===== src/rtl/timer_pkg.sv =====
// Shared types and constants for the keypad-to-time entry path.
package timer_pkg;

    localparam int unsigned NUM_KEYS = 10;
    localparam int unsigned BCD_W    = 4;

    localparam logic [BCD_W-1:0] MAX_SEC_TENS = 4'd5;

    typedef enum logic [1:0] {
        IDLE     = 2'd0,
        DEBOUNCE = 2'd1,
        HOLD     = 2'd2
    } state_e;

    // Entered time as displayed: m:ts
    typedef struct packed {
        logic [BCD_W-1:0] mins;
        logic [BCD_W-1:0] sec_tens;
        logic [BCD_W-1:0] sec_ones;
    } time_t;

    // Seconds-tens can never exceed 5, so a larger ones digit saturates on shift
    function automatic logic [BCD_W-1:0] clamp_tens(input logic [BCD_W-1:0] d);
        return (d > MAX_SEC_TENS) ? MAX_SEC_TENS : d;
    endfunction

    // Microwave-style entry: new digit enters at the right, oldest minute digit drops off
    function automatic time_t shift_in(input time_t t, input logic [BCD_W-1:0] d);
        time_t r;
        r.mins     = t.sec_tens;
        r.sec_tens = clamp_tens(t.sec_ones);
        r.sec_ones = d;
        return r;
    endfunction

endpackage


===== src/rtl/keypad_onehot_to_bcd.sv =====
// Combinational one-hot keypad decoder: BCD value plus an exactly-one-key flag.
module keypad_onehot_to_bcd
    import timer_pkg::*;
(
    input  logic [NUM_KEYS-1:0] keypad,
    output logic [BCD_W-1:0]    bcd,
    output logic                onehot_ok
);

    // A pattern with a single set bit becomes zero when its lowest set bit is removed
    assign onehot_ok = (keypad != '0) &&
                       ((keypad & (keypad - NUM_KEYS'(1))) == '0);

    always_comb begin
        bcd = '0;
        for (int i = 0; i < NUM_KEYS; i++) begin
            if (keypad[i]) begin
                bcd = BCD_W'(i);
            end
        end
    end

endmodule


===== src/rtl/keypad_time_encoder.sv =====
// Debounced 10-key entry that shifts accepted digits into the m:ss time registers.
module keypad_time_encoder
    import timer_pkg::*;
#(
    parameter int unsigned DEBOUNCE_CYCLES = 4,
    parameter int unsigned CNT_W           = 8
) (
    input  logic                clk,
    input  logic                reset,
    input  logic                enablen,
    input  logic                clear,
    input  logic [NUM_KEYS-1:0] keypad,
    output logic [BCD_W-1:0]    sec_ones,
    output logic [BCD_W-1:0]    sec_tens,
    output logic [BCD_W-1:0]    mins,
    output logic                data_valid,
    output logic [BCD_W-1:0]    key_digit
);

    localparam logic [CNT_W-1:0] CNT_LAST = CNT_W'(DEBOUNCE_CYCLES - 1);

    state_e              state_q;
    logic [CNT_W-1:0]    cnt_q;
    logic [NUM_KEYS-1:0] pattern_q;
    time_t               time_q;
    logic [BCD_W-1:0]    key_q;
    logic                valid_q;

    logic [BCD_W-1:0]    bcd_c;
    logic                onehot_ok_c;

    keypad_onehot_to_bcd u_dec (
        .keypad    (keypad),
        .bcd       (bcd_c),
        .onehot_ok (onehot_ok_c)
    );

    // Entry FSM, debounce counter and time shift register
    always_ff @(posedge clk) begin
        if (reset || clear) begin
            state_q   <= IDLE;
            cnt_q     <= '0;
            pattern_q <= '0;
            time_q    <= '0;
            key_q     <= '0;
            valid_q   <= 1'b0;
        end else begin
            valid_q <= 1'b0;
            case (state_q)
                IDLE: begin
                    if (!enablen && onehot_ok_c) begin
                        pattern_q <= keypad;
                        cnt_q     <= CNT_W'(1);
                        state_q   <= DEBOUNCE;
                    end
                end
                DEBOUNCE: begin
                    // Any change or disable during the window abandons the press
                    if (enablen || (keypad != pattern_q)) begin
                        state_q <= IDLE;
                    end else if (cnt_q == CNT_LAST) begin
                        time_q  <= shift_in(time_q, bcd_c);
                        key_q   <= bcd_c;
                        valid_q <= 1'b1;
                        state_q <= HOLD;
                    end else begin
                        cnt_q <= cnt_q + CNT_W'(1);
                    end
                end
                HOLD: begin
                    // Full release required so a held key never repeats
                    if (keypad == '0) begin
                        state_q <= IDLE;
                    end
                end
                default: begin
                    state_q <= IDLE;
                end
            endcase
        end
    end

    assign sec_ones   = time_q.sec_ones;
    assign sec_tens   = time_q.sec_tens;
    assign mins       = time_q.mins;
    assign key_digit  = key_q;
    assign data_valid = valid_q;

endmodule


===== config.mk =====
export PLATFORM = sky130hd
export DESIGN_NAME = keypad_time_encoder
export DESIGN_NICKNAME = d
export VERILOG_FILES = /design/src/rtl/timer_pkg.sv /design/src/rtl/keypad_onehot_to_bcd.sv /design/src/rtl/keypad_time_encoder.sv
export SDC_FILE = /design/constraint.sdc
export NUM_CORES = 1
export LEC_CHECK = 0
export ABC_AREA = 1
export CAP_MARGIN = 20
export CORE_MARGIN = 4
export CORE_UTILIZATION = 57
export DETAILED_ROUTE_END_ITERATION = 10
export GPL_TIMING_DRIVEN = 0
export PLACE_DENSITY = 0.88
export REMOVE_ABC_BUFFERS = 1
export SLEW_MARGIN = 10
export SYNTH_ARGS = -nofsm -noshare
export SYNTH_HDL_FRONTEND = slang
export SYNTH_SLANG_ARGS = --single-unit
export TNS_END_PERCENT = 5

===== constraint.sdc =====
create_clock -name clk -period 2.2 [get_ports clk]
set_input_delay 0.44 -clock clk [delete_from_list [all_inputs] [get_ports clk]]
set_output_delay 0.44 -clock clk [all_outputs]
set_load 0.05 [all_outputs]

==> results of run 1 <==
-- worst min-delay path, cell delays in order (launching register included) --
cell     delay (ns)
dfxtp_1        0.33
inv_1          0.05
a21oi_1        0.05
-- through the flow --
step / worst slack [ns] / util / area (um2)
global route: 0.0289 / 0.726 / 2250
global placement: -0.917 / 0.685 / 2120
CTS: 0.0985 / 0.714 / 2210
finish: 0.163 / 0.726 / 2250
floorplan: 0.222 / - / 1770
detailed placement: -0.888 / 0.685 / 2130
-- cell families (layout without fill, tap and decap cells) --
family,after synthesis,in the layout,share of synthesized area
compound gates,54,54,0.156
xor+xnor,8,8,0.0376
fa+ha+maj,1,1,0.00671
buf+inv,42,69,0.112
flops,33,33,0.354
simple gates,128,129,0.334
-- cell type report --
class / count / area share
multi-input cells: 192 / 0.462
flip-flops and latches: 33 / 0.293
inverters: 30 / 0.0500
clock inverters: 1 / 0.00222
well taps: 44 / 0.0244
clock buffers: 7 / 0.0289
repair buffers: 31 / 0.139
-- synth_stat cells --
cell type / count / area share
a21oi_1: 24 / 0.064
a21oi_2: 1 / 0.0047
buf_2: 2 / 0.0054
buf_4: 5 / 0.020
buf_6: 4 / 0.024
clkbuf_1: 1 / 0.0020
clkinv_1: 1 / 0.0020
dfxtp_1: 33 / 0.35
ha_1: 1 / 0.0067
inv_1: 21 / 0.042
inv_2: 8 / 0.016
nand2_1: 54 / 0.11
nand2_2: 6 / 0.020
nand2_4: 1 / 0.0060
nand3_1: 19 / 0.051
nand3_2: 1 / 0.0054
nand3_4: 1 / 0.0094
nand3b_4: 1 / 0.011
nand4_1: 2 / 0.0067
nor2_1: 28 / 0.056
nor2_2: 11 / 0.037
nor2_4: 1 / 0.0060
nor2_8: 1 / 0.011
nor3_1: 1 / 0.0027
o211a_1: 1 / 0.0054
o21ai_0: 17 / 0.046
o21ai_1: 7 / 0.019
o21ai_2: 1 / 0.0047
o21bai_1: 1 / 0.0040
o31ai_1: 2 / 0.0080
or2_2: 1 / 0.0034
xnor2_1: 3 / 0.014
xor2_1: 5 / 0.023
-- layout by cell type, fill, tap and decap left out --
master | Yosys | routed
clkbuf_4 | 0 | 5
nand2_2 | 6 | 6
nand2_4 | 1 | 1
o21ai_2 | 1 | 1
buf_4 | 5 | 1
xnor2_1 | 3 | 3
o31ai_1 | 2 | 2
o21bai_1 | 1 | 1
clkinv_2 | 0 | 1
o21ai_0 | 17 | 17
o211a_1 | 1 | 1
nand3_4 | 1 | 3
nand3b_4 | 1 | 1
nor3_1 | 1 | 1
nand4_1 | 2 | 2
or2_2 | 1 | 1
o21ai_1 | 7 | 7
dlymetal6s2s_1 | 0 | 2
nor2_2 | 11 | 11
ha_1 | 1 | 1
nor2_8 | 1 | 1
nor2_4 | 1 | 2
nand3_2 | 1 | 1
a21oi_4 | 0 | 1
nand2_1 | 54 | 54
nor2_1 | 28 | 27
dfxtp_1 | 33 | 33
clkdlybuf4s50_1 | 0 | 28
xor2_1 | 5 | 5
inv_1 | 21 | 21
a21oi_1 | 24 | 24
clkinv_1 | 1 | 1
nand3_1 | 19 | 18
clkbuf_8 | 0 | 2
inv_2 | 8 | 8
-- final timing paths --
kind | startpoint | to | slack, ns | depth (start not counted)
worst min register to register | pattern_q[6] | pattern_q[6] | 0.46 | 2
worst min-delay path | pattern_q[6] | pattern_q[6] | 0.46 | 2
worst max register to register | cnt_q[0] | sec_tens[1] | 0.46 | 7
worst max-delay path | keypad[4] | cnt_q[5] | 0.16 | 11
-- flip-flops by register name (all words and copies together) (netlist names) --
signal and cells:
state_q 2, pattern_q 10, data_valid 1, key_digit 4, sec_tens 4, mins 4, cnt_q 8
-- timing repair --
action                                  CTS  global route
endpoints found under the setup margin   20            17
pin swaps                                 0             1
hold buffers                              0             0
cloned                                    0             1
setup buffers                             0             1
resized for setup                         3             4
-- per-layer routing --
layer | up-vias | wire length [um] | global-route usage
met5 | - | 0 | 0
met4 | 0 | 88 | 0.0751
met3 | 11 | 301 | 0.0701
met2 | 61 | 2080 | 0.353
met1 | 824 | 1880 | 0.261
li1 | 913 | - | -
-- power by group --
group | switching, mW | internal [mW]
logic | 0.0629 | 0.0399
clock network | 0.205 | 0.185
registers | 0.000132 | 0.597
==> flow_metrics.tcl, run 1 <==
set metrics [dict create \
    hold_viol_final 0 \
    grt_start_max_net_pins 30 \
    slew_viol_final 0 \
    clock_path_buffers 2 \
    worstPathArrival_ns 2.27 \
    worstSetupPathType "input port to flop" \
    finalCritPeriodShare 0.926 \
    relSlewSlack 0.656 \
    yosys_warnings 0 \
    dieArea_um2 4250 \
    total_power_mw 1.09 \
    outcome "complete, no violations" \
    vias 1809 \
    critical_path.max_stage_delay_ns 0.64 \
    endpoint_kind "flop" \
    p_leak_nw 0.895 \
    first_pass_iters 4 \
    fillers 261 \
    ir_drop_uv 450 \
    final.min_clock_period_ns 2.04 \
    grtUsageTotal 0.214 \
    totalWireLength_mm 4.35 \
    clock_latency_ns 0.34 \
    wl_per_cell_um 12.9 \
    antenna_found_initial 0 \
    gp_congestion 0.846 \
    avgSynthCellArea_um2 7.01 \
    route.detailed.drc 0 \
    viasPerCell 5.35 \
    core_area_um2 3100 \
    seqCellArea_um2 661 \
    dp_cells 328 \
    die_y_um 65.2 \
    drtAntennaViolNets 0 \
    fmax_mhz 491 \
    top_level_ports 31 \
    die_w_um 65.2 \
    seq_area_frac_synth 0.354 \
    drt_iter0_markers 98 \
    cts_max_level 2 \
    critPathRequiredTime_ns 2.43 \
    worst_slew_pin_slew_ns 0.515 \
    drive_gt1_frac 0.156 \
    worstHoldPathType "flop to flop" \
    cts_tree "yes" \
    io_buffer_count 30 \
    cts_inserted_buffers 5 \
    multi_input_area_um2 1040 \
    clock_skew_ns 0.0166 \
    whs_ns 0.460 \
    drv_cap 0 \
    cts_sinks 33 \
    hpwl_mm 2.84 \
    rsz0062_at_grt "no" \
    grt_pass1_vias 1721 \
    n_antenna_cell 0 \
    power.density_nw_per_um2 484 \
    crit_chain "clkdlybuf4s50_1 > nor2_2 > nand2_1 > nor2_2 > nand2_1 > nand2_1 > nor2_2 > nand3_4 > buf_4 > nand3_1 > a21oi_1" \
    synth_area_um2 1870 \
    cts.clk_slew.worst_paths_ns 0.11 \
    grt-ovfl-total 0 \
    root_buffer "clkbuf_4" \
    synth_seq_cells 33 \
    yosys.cell_types.count 33 \
    setup_tns_ns 0 \
    rows 20 \
    start_util 0.601 \
    worst_setup_path_start_kind "input port" \
    path_buf_inv 2 \
    area_growth_pct 20.7 \
    stdcell_count 338 \
    path_max_fanout 14 \
    syn-instance-count 266 \
    critPathSlowestCell "clkdlybuf4s50_1" \
    critPathTopFamily "simple AND/OR/NAND/NOR gates" \
    grt_pass1_wl_mm 7.14 \
    fin_nets 308 \
    setup_viol 0 \
]
Note: power is estimated with default switching activity, not from simulation.
==> run 2, diff against run 1 <==
--- a/config.mk
+++ b/config.mk
@@ -9,9 +9,11 @@
 export CAP_MARGIN = 20
 export CORE_MARGIN = 4
 export CORE_UTILIZATION = 57
+export CTS_CLUSTER_DIAMETER = 60
 export DETAILED_ROUTE_END_ITERATION = 10
 export GPL_TIMING_DRIVEN = 0
-export PLACE_DENSITY = 0.88
+export HOLD_SLACK_MARGIN = 0.03
+export PLACE_DENSITY = 0.85
 export REMOVE_ABC_BUFFERS = 1
 export SLEW_MARGIN = 10
 export SYNTH_ARGS = -nofsm -noshare
==> run 2 against run 1 <==
Compared with the run above: flip-flop and latch count did not move; largest cell class unchanged; critical path depth fell by 2; register-to-register slack is essentially flat; largest power group unchanged; die area is the same; final area down 1.9%; sequential share of layout area grew 0.56 points; global-route usage is 1.2 points lower; clock power is 13% lower.
==> flow_metrics.tcl, run 2 (synthesis gave the netlist of run 1 again) <==
set metrics [dict create \
    outcome "complete, no violations" \
    worst_slew_pin_slew_ns 0.525 \
    final.min_clock_period_ns 2.05 \
    grt_pass1_wl_mm 6.80 \
    ir_drop_uv 364 \
    grt-ovfl-total 0 \
    grtUsageTotal 0.202 \
    core_area_um2 3100 \
    grt_pass1_vias 1568 \
    worstHoldPathType "flop to flop" \
    setup_viol 0 \
    r2r_start "cnt_q[0]" \
    top_layer "met4" \
    start_util 0.601 \
    whs_ns 0.463 \
    finalCritPeriodShare 0.934 \
    grt_start_max_net_pins 30 \
    fmax_mhz 487 \
    holdPathStages 2 \
    area_growth_pct 18.4 \
    worstHoldStart "pattern_q[9]" \
    root_buffer "clkbuf_4" \
    cts_tree "yes" \
    worstSetupPathType "input port to flop" \
    drive_gt1_frac 0.154 \
    antenna_found_initial 0 \
    p_comb_frac 0.095 \
    die_y_um 65.2 \
    route.detailed.drc 0 \
    cts_hold_buf 0 \
    die_w_um 65.2 \
    reg2reg_slack_ns 0.47 \
    clock_path_buffers 2 \
    largest_reg_flops 10 \
    clkPwrFrac 0.328 \
    first_pass_iters 5 \
    stdcell_count 337 \
    cts_sinks 33 \
    p_int_mw 0.758 \
    wl_per_cell_um 11.9 \
    top_register "pattern_q" \
    slew_viol_final 0 \
    p_leak_nw 0.861 \
    drv_cap 0 \
    final_common_cell "nand2_1" \
    wl_met3_um 235 \
    gp_congestion 0.850 \
    cts_inserted_buffers 5 \
    hold_viol_final 0 \
    fin_nets 307 \
    path_max_fanout 14 \
    final_core_util 0.712 \
    power.switching_mw 0.278 \
    seqPwrFrac 0.577 \
    swShare 0.268 \
    cts.clk_slew.worst_paths_ns 0.11 \
    postCtsSetupRepairBufs 0 \
    worstRegToRegCells 7 \
    reg_top3 "pattern_q x10, cnt_q x8" \
    vias 1751 \
    met1_length_mm 1.92 \
    worstPathArrival_ns 2.29 \
    mostFrequentLayoutCells "54 x nand2_1, 33 x dfxtp_1, 30 x clkdlybuf4s50_1" \
    rsz0062_at_grt "no" \
    dieArea_um2 4250 \
    io_buffer_count 30 \
    worstReg2RegEnd "sec_tens[1]" \
    power.density_nw_per_um2 469 \
    clock_skew_ns 0.00279 \
    viasPerCell 5.20 \
    clock_latency_ns 0.33 \
    route.met2.wl_mm 1.83 \
    hpwl_mm 2.74 \
    drtAntennaViolNets 0 \
    worst_setup_path_start_kind "input port" \
    relSlewSlack 0.649 \
    n_antenna_cell 0 \
    drt_iter0_markers 101 \
    cts_max_level 2 \
    endpoint_kind "flop" \
    critPathRequiredTime_ns 2.43 \
    min_to "pattern_q[9]" \
    totalWireLength_mm 4.00 \
    dp_cells 328 \
    rows 20 \
    top_level_ports 31 \
]
## run 2: per-layer routing
metal / vias to the layer above / track usage
met5: - / 0
met4: 0 / 0.0622
met3: 2 / 0.0496
met2: 44 / 0.319
met1: 799 / 0.272
li1: 906 / -
## run 2: what timing repair did
action	4_1_cts	5_1_grt
setup endpoints to repair	20	12
gates resized for setup	3	0
cloned	0	1
## run 2: power groups by stage
stage	Clock [mW]	Sequential, mW	Combinational [mW]
after floorplan	0	0.611	0.0483
after global placement	0	0.611	0.0955
after detailed placement	0	0.611	0.0963
after CTS	0.349	0.597	0.0983
after global routing	0.380	0.598	0.111
final	0.339	0.597	0.0988
## run 2: area by class of cell
class	instances	area, um2
Multi-Input combinational cell	192	1030
Fill cell	293	893
Sequential cell	33	661
Timing Repair Buffer	30	300
Inverter	30	113
Tap cell	44	55.1
Clock buffer	5	37.5
Clock inverter	3	17.5
## run 2: worst max-delay path, cell delays in order
cell	delay (ns)
clkdlybuf4s50_1	0.56
nor2_2	0.18
nand2_1	0.11
nor2_2	0.12
nand2_1	0.07
a21oi_2	0.23
nand3_2	0.33
nand3_1	0.17
a21oi_1	0.07
## run 2: metrics by stage
stage | worst slack (ns) | power, mW | setup TNS [ns] | cell area (um2)
2_1_floorplan | 0.222 | 0.659 | 0 | 1770
3_3_place_gp | -0.952 | 0.707 | -18.28 | 2120
3_5_place_dp | -0.859 | 0.707 | -16.80 | 2130
4_1_cts | 0.112 | 1.04 | 0 | 2200
5_1_grt | 0.00909 | 1.09 | 0 | 2210
6_report | 0.146 | 1.04 | 0 | 2210
## run 2: how the worst max path moves through the flow
| stage | from | endpoint | cells after the start |
|---|---|---|---|
| 6_report | keypad[6] | cnt_q[7] | 9 |
| 5_1_grt | keypad[4] | cnt_q[2] | 10 |
| 4_1_cts | keypad[6] | cnt_q[3] | 10 |
| 3_5_place_dp | keypad[6] | cnt_q[3] | 10 |
| 3_3_place_gp | clear | key_digit[2] | 6 |
| 2_1_floorplan | keypad[2] | pattern_q[0] | 8 |
